## config.mk

```make
export PLATFORM = sky130hd
export DESIGN_NAME = otter_cu_fsm_flat
export DESIGN_NICKNAME = d
export VERILOG_FILES = /design/src/rtl/otter_pkg.sv /design/src/rtl/otter_cu_fsm_if.sv /design/src/rtl/otter_cu_decode.sv /design/src/rtl/otter_cu_fsm.sv /design/src/flat_wrapper.sv
export SDC_FILE = /design/constraint.sdc
export NUM_CORES = 1
export LEC_CHECK = 0
export CAP_MARGIN = 10
export CORE_AREA = 10 10 47 49
export CTS_CLUSTER_DIAMETER = 120
export CTS_CLUSTER_SIZE = 14
export DETAILED_ROUTE_END_ITERATION = 10
export DIE_AREA = 0 0 57 59
export GPL_TIMING_DRIVEN = 1
export PLACE_DENSITY_LB_ADDON = 0.25
export SLEW_MARGIN = 20
export SYNTH_ARGS = -nofsm -noshare
export SYNTH_HDL_FRONTEND = slang
export SYNTH_SLANG_ARGS = --single-unit
```

## constraint.sdc

```tcl
create_clock -name CLK -period 1.5 [get_ports CLK]
set_input_delay 0.225 -clock CLK [delete_from_list [all_inputs] [get_ports CLK]]
set_output_delay 0.225 -clock CLK [all_outputs]
set_load 0.02 [all_outputs]
```

## src/rtl/otter_pkg.sv

```systemverilog
// Shared types for the OTTER multicycle control unit: opcodes, FSM states,
// privileged funct3 codes and the instruction classes the FSM acts on.
package otter_pkg;

  typedef enum logic [6:0] {
    OP_LOAD   = 7'b0000011,
    OP_STORE  = 7'b0100011,
    OP_BRANCH = 7'b1100011,
    OP_OP     = 7'b0110011,
    OP_IMM    = 7'b0010011,
    OP_LUI    = 7'b0110111,
    OP_AUIPC  = 7'b0010111,
    OP_JAL    = 7'b1101111,
    OP_JALR   = 7'b1100111,
    OP_SYSTEM = 7'b1110011
  } opcode_t;

  typedef enum logic [2:0] {
    ST_INIT  = 3'd0,
    ST_FETCH = 3'd1,
    ST_EXEC  = 3'd2,
    ST_WB    = 3'd3,
    ST_INTR  = 3'd4
  } cu_state_t;

  localparam logic [2:0] FUNC3_CSRRW = 3'b001;
  localparam logic [2:0] FUNC3_PRIV  = 3'b000;

  typedef enum logic [2:0] {
    C_LOAD,
    C_STORE,
    C_BRANCH,
    C_ALU,
    C_CSRRW,
    C_MRET,
    C_NOP
  } inst_class_t;

endpackage

```

## src/rtl/otter_cu_fsm_if.sv

```systemverilog
// Control-unit side bundle: decoder/CSR inputs into the FSM and the strobes
// it drives to the PC, memory, register file and CSR blocks.
interface otter_cu_fsm_if;

  logic       RST;
  logic [6:0] OPCODE;
  logic [2:0] FUNC3;
  logic       INTR;
  logic       MIE;

  logic       PC_RESET;
  logic       PC_WRITE;
  logic       MEM_RDEN1;
  logic       MEM_RDEN2;
  logic       MEM_WE2;
  logic       REG_WRITE;
  logic       CSR_WE;
  logic       MRET_EXEC;
  logic       INT_TAKEN;
  logic [2:0] STATE;

  modport master (
    input  RST, OPCODE, FUNC3, INTR, MIE,
    output PC_RESET, PC_WRITE, MEM_RDEN1, MEM_RDEN2, MEM_WE2,
           REG_WRITE, CSR_WE, MRET_EXEC, INT_TAKEN, STATE
  );

  modport slave (
    output RST, OPCODE, FUNC3, INTR, MIE,
    input  PC_RESET, PC_WRITE, MEM_RDEN1, MEM_RDEN2, MEM_WE2,
           REG_WRITE, CSR_WE, MRET_EXEC, INT_TAKEN, STATE
  );

endinterface

```

## src/rtl/otter_cu_decode.sv

```systemverilog
// Collapses OPCODE/FUNC3 into the instruction class the control FSM needs;
// anything unrecognised becomes C_NOP rather than trapping.
module otter_cu_decode
  import otter_pkg::*;
(
  input  logic [6:0]  opcode,
  input  logic [2:0]  func3,
  output inst_class_t inst_class
);

  always_comb begin
    inst_class = C_NOP;
    case (opcode)
      OP_LOAD:   inst_class = C_LOAD;
      OP_STORE:  inst_class = C_STORE;
      OP_BRANCH: inst_class = C_BRANCH;
      OP_OP, OP_IMM, OP_LUI, OP_AUIPC, OP_JAL, OP_JALR:
                 inst_class = C_ALU;
      OP_SYSTEM: begin
        if (func3 == FUNC3_CSRRW)
          inst_class = C_CSRRW;
        else if (func3 == FUNC3_PRIV)
          inst_class = C_MRET;
      end
      default:   inst_class = C_NOP;
    endcase
  end

endmodule

```

## src/rtl/otter_cu_fsm.sv

```systemverilog
// OTTER multicycle control unit: INIT -> FETCH -> EXEC (-> WB) with optional
// interrupt entry, compiled in only when OTTER_INTR_EN is defined.
module otter_cu_fsm
  import otter_pkg::*;
#(
  parameter int unsigned INIT_CYCLES      = 1,
  parameter int unsigned LOAD_WAIT_CYCLES = 1
) (
  input logic             CLK,
  input logic             RESET_N,
  otter_cu_fsm_if.master  cu
);

  localparam int unsigned MAX_CYC = (INIT_CYCLES > LOAD_WAIT_CYCLES) ? INIT_CYCLES : LOAD_WAIT_CYCLES;
  localparam int CNT_W = (MAX_CYC > 1) ? $clog2(MAX_CYC) : 1;
  localparam logic [CNT_W-1:0] INIT_LAST = CNT_W'(INIT_CYCLES - 1);
  localparam logic [CNT_W-1:0] WB_LAST   = CNT_W'(LOAD_WAIT_CYCLES - 1);

  cu_state_t        state_q, state_d;
  logic [CNT_W-1:0] cnt_q, cnt_d;
  inst_class_t      inst_class;
  logic             intr_req;
  cu_state_t        done_state;

  logic pc_reset, pc_write, mem_rden1, mem_rden2, mem_we2;
  logic reg_write, csr_we, mret_exec, int_taken;

  otter_cu_decode u_decode (
    .opcode     (cu.OPCODE),
    .func3      (cu.FUNC3),
    .inst_class (inst_class)
  );

`ifdef OTTER_INTR_EN
  assign intr_req = cu.INTR & cu.MIE;
`else
  logic unused_intr;
  assign unused_intr = cu.INTR ^ cu.MIE;
  assign intr_req    = 1'b0;
`endif

  // Where an instruction goes once it has retired: interrupt entry or the next fetch.
  assign done_state = intr_req ? ST_INTR : ST_FETCH;

  always_comb begin
    state_d = state_q;
    cnt_d   = cnt_q;
    case (state_q)
      ST_INIT: begin
        if (cnt_q == INIT_LAST) begin
          state_d = ST_FETCH;
          cnt_d   = '0;
        end else begin
          cnt_d = cnt_q + CNT_W'(1);
        end
      end
      ST_FETCH: state_d = ST_EXEC;
      ST_EXEC: begin
        if (inst_class == C_LOAD) begin
          state_d = ST_WB;
          cnt_d   = '0;
        end else begin
          state_d = done_state;
        end
      end
      ST_WB: begin
        if (cnt_q == WB_LAST) begin
          state_d = done_state;
          cnt_d   = '0;
        end else begin
          cnt_d = cnt_q + CNT_W'(1);
        end
      end
`ifdef OTTER_INTR_EN
      ST_INTR: state_d = ST_FETCH;
`endif
      default: begin
        state_d = ST_INIT;
        cnt_d   = '0;
      end
    endcase
    if (cu.RST) begin
      state_d = ST_INIT;
      cnt_d   = '0;
    end
  end

  always_ff @(posedge CLK or negedge RESET_N) begin
    if (!RESET_N) begin
      state_q <= ST_INIT;
      cnt_q   <= '0;
    end else begin
      state_q <= state_d;
      cnt_q   <= cnt_d;
    end
  end

  // Strobes are decoded straight from the current state and instruction class.
  always_comb begin
    pc_reset  = 1'b0;
    pc_write  = 1'b0;
    mem_rden1 = 1'b0;
    mem_rden2 = 1'b0;
    mem_we2   = 1'b0;
    reg_write = 1'b0;
    csr_we    = 1'b0;
    mret_exec = 1'b0;
    int_taken = 1'b0;
    case (state_q)
      ST_INIT:  pc_reset  = 1'b1;
      ST_FETCH: mem_rden1 = 1'b1;
      ST_EXEC: begin
        case (inst_class)
          C_LOAD:   mem_rden2 = 1'b1;
          C_STORE: begin
            mem_we2  = 1'b1;
            pc_write = 1'b1;
          end
          C_ALU: begin
            reg_write = 1'b1;
            pc_write  = 1'b1;
          end
          C_CSRRW: begin
            reg_write = 1'b1;
            csr_we    = 1'b1;
            pc_write  = 1'b1;
          end
          C_MRET: begin
            mret_exec = 1'b1;
            pc_write  = 1'b1;
          end
          default:  pc_write = 1'b1;
        endcase
      end
      ST_WB: begin
        if (cnt_q == WB_LAST) begin
          reg_write = 1'b1;
          pc_write  = 1'b1;
        end
      end
`ifdef OTTER_INTR_EN
      ST_INTR: begin
        pc_write  = 1'b1;
        int_taken = 1'b1;
      end
`endif
      default: ;
    endcase
    // A soft reset must not commit any architectural state, even mid-load.
    if (cu.RST) begin
      pc_write  = 1'b0;
      reg_write = 1'b0;
      mem_we2   = 1'b0;
      csr_we    = 1'b0;
    end
  end

  assign cu.PC_RESET  = pc_reset;
  assign cu.PC_WRITE  = pc_write;
  assign cu.MEM_RDEN1 = mem_rden1;
  assign cu.MEM_RDEN2 = mem_rden2;
  assign cu.MEM_WE2   = mem_we2;
  assign cu.REG_WRITE = reg_write;
  assign cu.CSR_WE    = csr_we;
  assign cu.MRET_EXEC = mret_exec;
  assign cu.INT_TAKEN = int_taken;
  assign cu.STATE     = state_q;

endmodule

```

## src/flat_wrapper.sv

```systemverilog
// flat-port wrapper written by rule: the top's interface ports become plain ports
module otter_cu_fsm_flat import otter_pkg::*;
#(
  parameter int unsigned INIT_CYCLES      = 1,
  parameter int unsigned LOAD_WAIT_CYCLES = 1
)
  (CLK, RESET_N, cu_RST, cu_OPCODE, cu_FUNC3, cu_INTR, cu_MIE, cu_PC_RESET, cu_PC_WRITE, cu_MEM_RDEN1, cu_MEM_RDEN2, cu_MEM_WE2, cu_REG_WRITE, cu_CSR_WE, cu_MRET_EXEC, cu_INT_TAKEN, cu_STATE);
  otter_cu_fsm_if cu_i ();
  input logic CLK;
  input logic RESET_N;
  input wire logic [$bits(cu_i.RST)-1:0] cu_RST;
  input wire logic [$bits(cu_i.OPCODE)-1:0] cu_OPCODE;
  input wire logic [$bits(cu_i.FUNC3)-1:0] cu_FUNC3;
  input wire logic [$bits(cu_i.INTR)-1:0] cu_INTR;
  input wire logic [$bits(cu_i.MIE)-1:0] cu_MIE;
  output wire logic [$bits(cu_i.PC_RESET)-1:0] cu_PC_RESET;
  output wire logic [$bits(cu_i.PC_WRITE)-1:0] cu_PC_WRITE;
  output wire logic [$bits(cu_i.MEM_RDEN1)-1:0] cu_MEM_RDEN1;
  output wire logic [$bits(cu_i.MEM_RDEN2)-1:0] cu_MEM_RDEN2;
  output wire logic [$bits(cu_i.MEM_WE2)-1:0] cu_MEM_WE2;
  output wire logic [$bits(cu_i.REG_WRITE)-1:0] cu_REG_WRITE;
  output wire logic [$bits(cu_i.CSR_WE)-1:0] cu_CSR_WE;
  output wire logic [$bits(cu_i.MRET_EXEC)-1:0] cu_MRET_EXEC;
  output wire logic [$bits(cu_i.INT_TAKEN)-1:0] cu_INT_TAKEN;
  output wire logic [$bits(cu_i.STATE)-1:0] cu_STATE;
  assign cu_i.RST = cu_RST;
  assign cu_i.OPCODE = cu_OPCODE;
  assign cu_i.FUNC3 = cu_FUNC3;
  assign cu_i.INTR = cu_INTR;
  assign cu_i.MIE = cu_MIE;
  assign cu_PC_RESET = cu_i.PC_RESET;
  assign cu_PC_WRITE = cu_i.PC_WRITE;
  assign cu_MEM_RDEN1 = cu_i.MEM_RDEN1;
  assign cu_MEM_RDEN2 = cu_i.MEM_RDEN2;
  assign cu_MEM_WE2 = cu_i.MEM_WE2;
  assign cu_REG_WRITE = cu_i.REG_WRITE;
  assign cu_CSR_WE = cu_i.CSR_WE;
  assign cu_MRET_EXEC = cu_i.MRET_EXEC;
  assign cu_INT_TAKEN = cu_i.INT_TAKEN;
  assign cu_STATE = cu_i.STATE;
  otter_cu_fsm #(.INIT_CYCLES(INIT_CYCLES), .LOAD_WAIT_CYCLES(LOAD_WAIT_CYCLES)) u_core (.CLK(CLK), .RESET_N(RESET_N), .cu(cu_i));
endmodule
```

==> results_dict.tcl, run 1 <==
set metrics [dict create \
    outcome "complete, but fails checks" \
    violations "setup timing" \
    worstSetupPathType "primary input to output pin" \
    hold_class "primary input to asynchronous set/reset pin" \
    ys_ff_latch 2 \
    r2r_end "u_core.cu.STATE[1]$_DFF_PN0_" \
    avgSynthCellArea_um2 8.19 \
    combPwrFrac_pct 53.5 \
    initial_core_util_pct 24.6 \
    overflow 0 \
    netlist_area_um2 344 \
    hold_viol_final 0 \
    post-route-min-period_ps 1610 \
    vias 492 \
    worst_path_max_delay_cell "nor4_2" \
    setup_slack_ps -114 \
    n_antenna_cell 0 \
    p_int_uw 255 \
    regToRegStartpoint "u_core.cu.STATE[0]$_DFF_PN0_" \
    crit_path_end_kind "output pin" \
    p_per_area_nw_per_um2 429 \
    coreArea_um2 1400 \
    die_h_um 59 \
    cp-start-kind "primary input" \
    worstSkewPairLatency_ps 220 \
    power.switching_uw 130 \
    dr.pass1.iters 3 \
    dp_hpwl_um 1020 \
    cp_max_fo 3 \
    drc 0 \
    ant_nets 0 \
    rsz0062_at_grt "yes" \
    ys_types 29 \
    hold_ws_ps 166 \
    clockBufferDepth 2 \
    syn_inst 42 \
    routed_via_density 4.60 \
    die-width_um 57 \
    num_rows 14 \
    gp_congestion 0.759 \
    cpPeakStageDelay_ps 240 \
    fillerInstances 120 \
    clock_tree.htree_level_count 1 \
    cts_sinks 2 \
    drv_cap 0 \
    cts_tree "done" \
    antenna_found_initial 0 \
    largest_register_ff_count 2 \
    grt_usage_pct 8.48 \
    setup_viol 6 \
    wire_per_inst_um 13.9 \
    die_area_um2 3360 \
    r2r_setup_slack_ps 230 \
    ir_drop_mv 0.327 \
    swShare_pct 33.8 \
    cts_made_buffers 3 \
    clockPowerShare_pct 30.3 \
    drive_above_1_share_pct 74.7 \
    drt_iter0_drc 3 \
    routed_wl_um 1480 \
    portBuffers 22 \
    cts_root_buffer "clkbuf_4" \
    ys_warn_count 0 \
    first_global_vias 534 \
    finalMaxSlewViolations 0 \
    num_io_pins 27 \
    skew_ps 4.17 \
    areaGrowthSynthToFinish_pct 161 \
    grt_pass1_wl_um 2380 \
    crit_chain "buf_6 > nor3b_4 > a22o_1 > buf_4 > buf_6 > a21oi_4 > nor4_2 > buf_4" \
    critPathArrivalTime_ps 1390 \
    total_leakage_power_uw 0.000422 \
    nNetsFinal 108 \
    seqPwrFrac_pct 16.1 \
    grt_max_degree 7 \
    post-route-util_pct 64.0 \
    reg2regPathDepth 5 \
    clk_pin_slew_ps 30 \
    max_freq_ghz 0.620 \
    critPathRequiredTime_ps 1270 \
    finalCritPeriodShare_pct 108 \
    seq_area_frac_synth_pct 14.5 \
]
==> cell type report <==
type | count | area [µm²] | area share (%)
Multi-Input combinational cell | 36 | 392 | 43.7
Timing Repair Buffer | 48 | 405 | 45.2
Inverter | 2 | 7.51 | 0.837
Clock buffer | 3 | 22.5 | 2.51
Tap cell | 16 | 20.0 | 2.23
Sequential cell | 2 | 50.0 | 5.58
==> per-layer routing <==
metal  GRT usage (%)  wire [µm]  vias up
met5               0          0        -
met4            4.03          6        0
met3            3.43        114        2
met2            14.6        808       13
met1            8.83        553      226
li1                -          -      251
==> power groups by stage <==
stage / registers, µW / logic [µW] / clock network (µW)
after global placement: 62.3 / 166 / 0
after global routing: 62.8 / 220 / 135
after CTS: 62.1 / 194 / 124
final: 62.2 / 206 / 117
after floorplan: 67.6 / 67.2 / 0
after detailed placement: 62.3 / 167 / 0
==> what timing repair did <==
action,4_1_cts,5_1_grt
gates resized for setup,103,11
pin swaps,13,7
hold endpoints to repair,0,0
endpoints found under the setup margin,11,8
buffers inserted,9,1
hold buffers,0,0
==> per-stage QoR <==
stage          instance area [µm²]  power (µW)  setup slack (ps)  TNS [ps]  cells
6_report                       897         385              -114      -472    107
4_1_cts                        856         380              -106      -373    106
2_1_floorplan                  370         135             -28.0     -31.9     43
3_5_place_dp                   704         229             -1020     -6260     94
5_1_grt                        897         418              -180      -812    107
3_3_place_gp                   704         228             -1030     -6250     94
==> layout by cell type, fill, tap and decap left out, types with 2 or more instances in the layout <==
| master | instances |
|---|---|
| dfrtp_1 | 2 |
| conb_1 | 2 |
| clkbuf_4 | 3 |
| nor3_4 | 3 |
| nor2_2 | 3 |
| inv_1 | 2 |
| buf_8 | 2 |
| buf_4 | 24 |
| buf_2 | 6 |
| nor2_1 | 4 |
| dlygate4sd2_1 | 2 |
| a21oi_4 | 2 |
| buf_6 | 10 |
| clkdlybuf4s50_1 | 2 |
==> kinds of logic (layout without fill, tap and decap cells) <==
logic type	after synthesis	in the layout	share of synthesized area [%]
compound gates	10	10	21.8
buf+inv	5	53	9.82
flops	2	2	14.5
other cells	1	2	1.09
simple gates	24	24	52.7
==> worst max-delay path by stage <==
stage,from,to,slack (ps),depth (start not counted)
final,cu_FUNC3[1],cu_MRET_EXEC,-110,8
after global routing,cu_FUNC3[1],cu_MRET_EXEC,-180,8
after CTS,cu_FUNC3[1],cu_MRET_EXEC,-110,8
after detailed placement,cu_OPCODE[4],cu_MEM_WE2,-1020,7
after global placement,cu_OPCODE[4],cu_MEM_WE2,-1030,7
after floorplan,cu_FUNC3[2],cu_MRET_EXEC,-30,4
==> critical path, delay by kind of cell <==
| kind | cells | cell delay (ps) |
|---|---|---|
| buffers and inverters | 4 | 470 |
| AO/OA/AOI/OAI | 2 | 230 |
| AND/OR/NAND/NOR | 2 | 460 |
==> cell usage after synthesis <==
| library cell | count | area [µm²] |
|---|---|---|
| nor2_1 | 7 | 26.3 |
| nor3_1 | 3 | 15.0 |
| buf_4 | 2 | 15.0 |
| dfrtp_1 | 2 | 50.1 |
| inv_1 | 2 | 7.51 |
| nand2b_1 | 2 | 12.5 |
| nor2b_1 | 2 | 12.5 |
| a21oi_1 | 1 | 5.00 |
| a21oi_2 | 1 | 8.76 |
| a22o_1 | 1 | 8.76 |
| a311oi_1 | 1 | 8.76 |
| a31o_1 | 1 | 8.76 |
| a31oi_1 | 1 | 6.26 |
| and3b_1 | 1 | 8.76 |
| buf_6 | 1 | 11.3 |
| conb_1 | 1 | 3.75 |
| nand2_1 | 1 | 3.75 |
| nand3_1 | 1 | 5.00 |
| nand3b_1 | 1 | 7.51 |
| nand4_1 | 1 | 6.26 |
| nand4bb_4 | 1 | 27.5 |
| nor3_4 | 1 | 16.3 |
| nor3b_2 | 1 | 12.5 |
| nor4_1 | 1 | 6.26 |
| nor4_4 | 1 | 21.3 |
| o21ai_0 | 1 | 5.00 |
| o21ba_1 | 1 | 10.0 |
| o22ai_1 | 1 | 6.26 |
| o31ai_1 | 1 | 7.51 |
Power figures use the tool's default switching activity.
==> inputs of run 2 (changes only) <==
Settings changed: CTS_CLUSTER_SIZE 14 to 20.
Clock period 1.5 ns to 1.36 ns, I/O delays scaled along.
==> run 2 against run 1 <==
Net effect: sequential power is 9.0% higher; worst hold slack lost 22 ps; utilization is 4.2 points lower; total power increased by 6.7%; the flow still finishes with violations (setup timing); combinational power rose by 2%; cell count shrank 5.6%; largest power group unchanged.
==> results_dict.tcl, run 2 (same netlist as run 1, synthesis figures left out) <==
set metrics [dict create \
    seqPwrFrac_pct 16.5 \
    die_h_um 59 \
    first_global_vias 491 \
    worstSkewPairLatency_ps 220 \
    hold_viol_final 0 \
    gp_congestion 0.712 \
    clockBufferDepth 2 \
    antenna_found_initial 0 \
    coreArea_um2 1400 \
    p_per_area_nw_per_um2 490 \
    critPathCapture "cu_PC_WRITE" \
    layout_common_cells "buf_4, buf_6, nor2_1, buf_2, clkbuf_4" \
    finalCritPeriodShare_pct 116 \
    worstSetupPathType "primary input to output pin" \
    worst_path_max_delay_cell "nand4bb_4" \
    hold_ws_ps 145 \
    clockPowerShare_pct 32.2 \
    vias 486 \
    hold_class "primary input to asynchronous set/reset pin" \
    swShare_pct 34.3 \
    dr.pass1.iters 4 \
    drc 0 \
    crit_path_end_kind "output pin" \
    p_int_uw 270 \
    cts_root_buffer "clkbuf_4" \
    path_delay_family "simple AND/OR/NAND/NOR gates" \
    drive_above_1_share_pct 70.6 \
    outcome "complete, but fails checks" \
    num_rows 14 \
    num_io_pins 27 \
    clock_tree.htree_level_count 1 \
    combPwrFrac_pct 51.3 \
    cp-start-kind "primary input" \
    areaGrowthSynthToFinish_pct 144 \
    setup_viol 6 \
    total_leakage_power_uw 0.000371 \
    rsz0062_at_grt "yes" \
    r2r_setup_slack_ps 210 \
    dp_hpwl_um 1010 \
    initial_core_util_pct 24.6 \
    crit_buf_inv 2 \
    finalMaxSlewViolations 0 \
    grt_usage_pct 8.10 \
    setup_slack_ps -224 \
    power.switching_uw 141 \
    r2r_end "u_core.cu.STATE[1]$_DFF_PN0_" \
    holdBufCountCts 0 \
    portBuffers 22 \
    overflow 0 \
    critPathRequiredTime_ps 1160 \
    clk_pin_slew_ps 30 \
    cts_tree "done" \
    post-route-util_pct 59.8 \
    cts_made_buffers 3 \
    grt_pass1_wl_um 2210 \
    cp_max_fo 6 \
    cpPeakStageDelay_ps 240 \
    regToRegStartpoint "u_core.cu.STATE[0]$_DFF_PN0_" \
    skew_ps 0.568 \
    violations "setup timing" \
    cts_sinks 2 \
    routed_via_density 4.81 \
    startpoint "cu_OPCODE[5]" \
    crit_chain "buf_2 > and3b_1 > a22o_1 > nand4bb_4 > nor3_2 > nor2_1 > buf_4" \
    ir_drop_mv 0.451 \
    n_antenna_cell 0 \
    nNetsFinal 102 \
    post-route-min-period_ps 1580 \
    grt_max_degree 8 \
    drv_cap 0 \
    die_area_um2 3360 \
    layout_commonest_cell "buf_4" \
    drt_iter0_drc 8 \
    reg2regPathDepth 4 \
    die-width_um 57 \
    routed_wl_um 1440 \
    ant_nets 0 \
    cp.depth 7 \
    max_freq_ghz 0.631 \
    wire_per_inst_um 14.2 \
    critPathArrivalTime_ps 1380 \
    largest_register_ff_count 2 \
]
-- run 2: metrics by stage --
step | setup TNS, ps | worst slack (ps) | total power, µW | std cells | area [µm²]
after CTS | -1140 | -269 | 405 | 98 | 769
after detailed placement | -6950 | -1070 | 250 | 92 | 692
after global routing | -1600 | -319 | 442 | 101 | 838
final | -1130 | -224 | 411 | 101 | 838
after floorplan | -321 | -102 | 150 | 43 | 377
after global placement | -6790 | -1050 | 250 | 92 | 692
-- run 2: power by group through the flow --
| stage | Combinational, µW | Clock (µW) | Sequential (µW) |
|---|---|---|---|
| 5_1_grt | 224 | 149 | 68.5 |
| 4_1_cts | 197 | 140 | 67.8 |
| 3_3_place_gp | 181 | 0 | 68.7 |
| 6_report | 211 | 132 | 67.8 |
| 2_1_floorplan | 75.8 | 0 | 74.6 |
| 3_5_place_dp | 182 | 0 | 68.3 |
-- run 2: worst min path at each step --
stage                     startpoint                           end  slack [ps]  cells after the start
after global placement       RESET_N  u_core.cu.STATE[0]$_DFF_PN0_         380                      1
after detailed placement     RESET_N  u_core.cu.STATE[1]$_DFF_PN0_         380                      1
after global routing         RESET_N  u_core.cu.STATE[1]$_DFF_PN0_         140                      1
final                        RESET_N  u_core.cu.STATE[1]$_DFF_PN0_         140                      1
after CTS                    RESET_N  u_core.cu.STATE[0]$_DFF_PN0_         140                      1
after floorplan              RESET_N  u_core.cu.STATE[0]$_DFF_PN0_         -90                      0
-- run 2: what timing repair did --
action                     CTS  global route
setup endpoints to repair   11             9
gates resized for setup     98            15
buffers inserted             4             4
pin swaps                   13             6
-- run 2: cell type report --
cell class | instances | area [µm²]
timing repair buffer | 42 | 360
clock buffer | 3 | 22.5
inverter | 2 | 7.51
fill | 139 | 563
tap | 16 | 20.0
sequential | 2 | 50.0
multi-input combinational | 36 | 378
-- run 2: metal layers --
metal | up-vias | track usage [%] | wire, µm | part of all wire [%]
met5 | - | 0 | 0 | 0
met4 | 0 | 4.03 | 25 | 1.7
met3 | 4 | 3.86 | 112 | 7.8
met2 | 19 | 13.6 | 759 | 53
met1 | 220 | 8.23 | 539 | 37
li1 | 243 | - | - | -
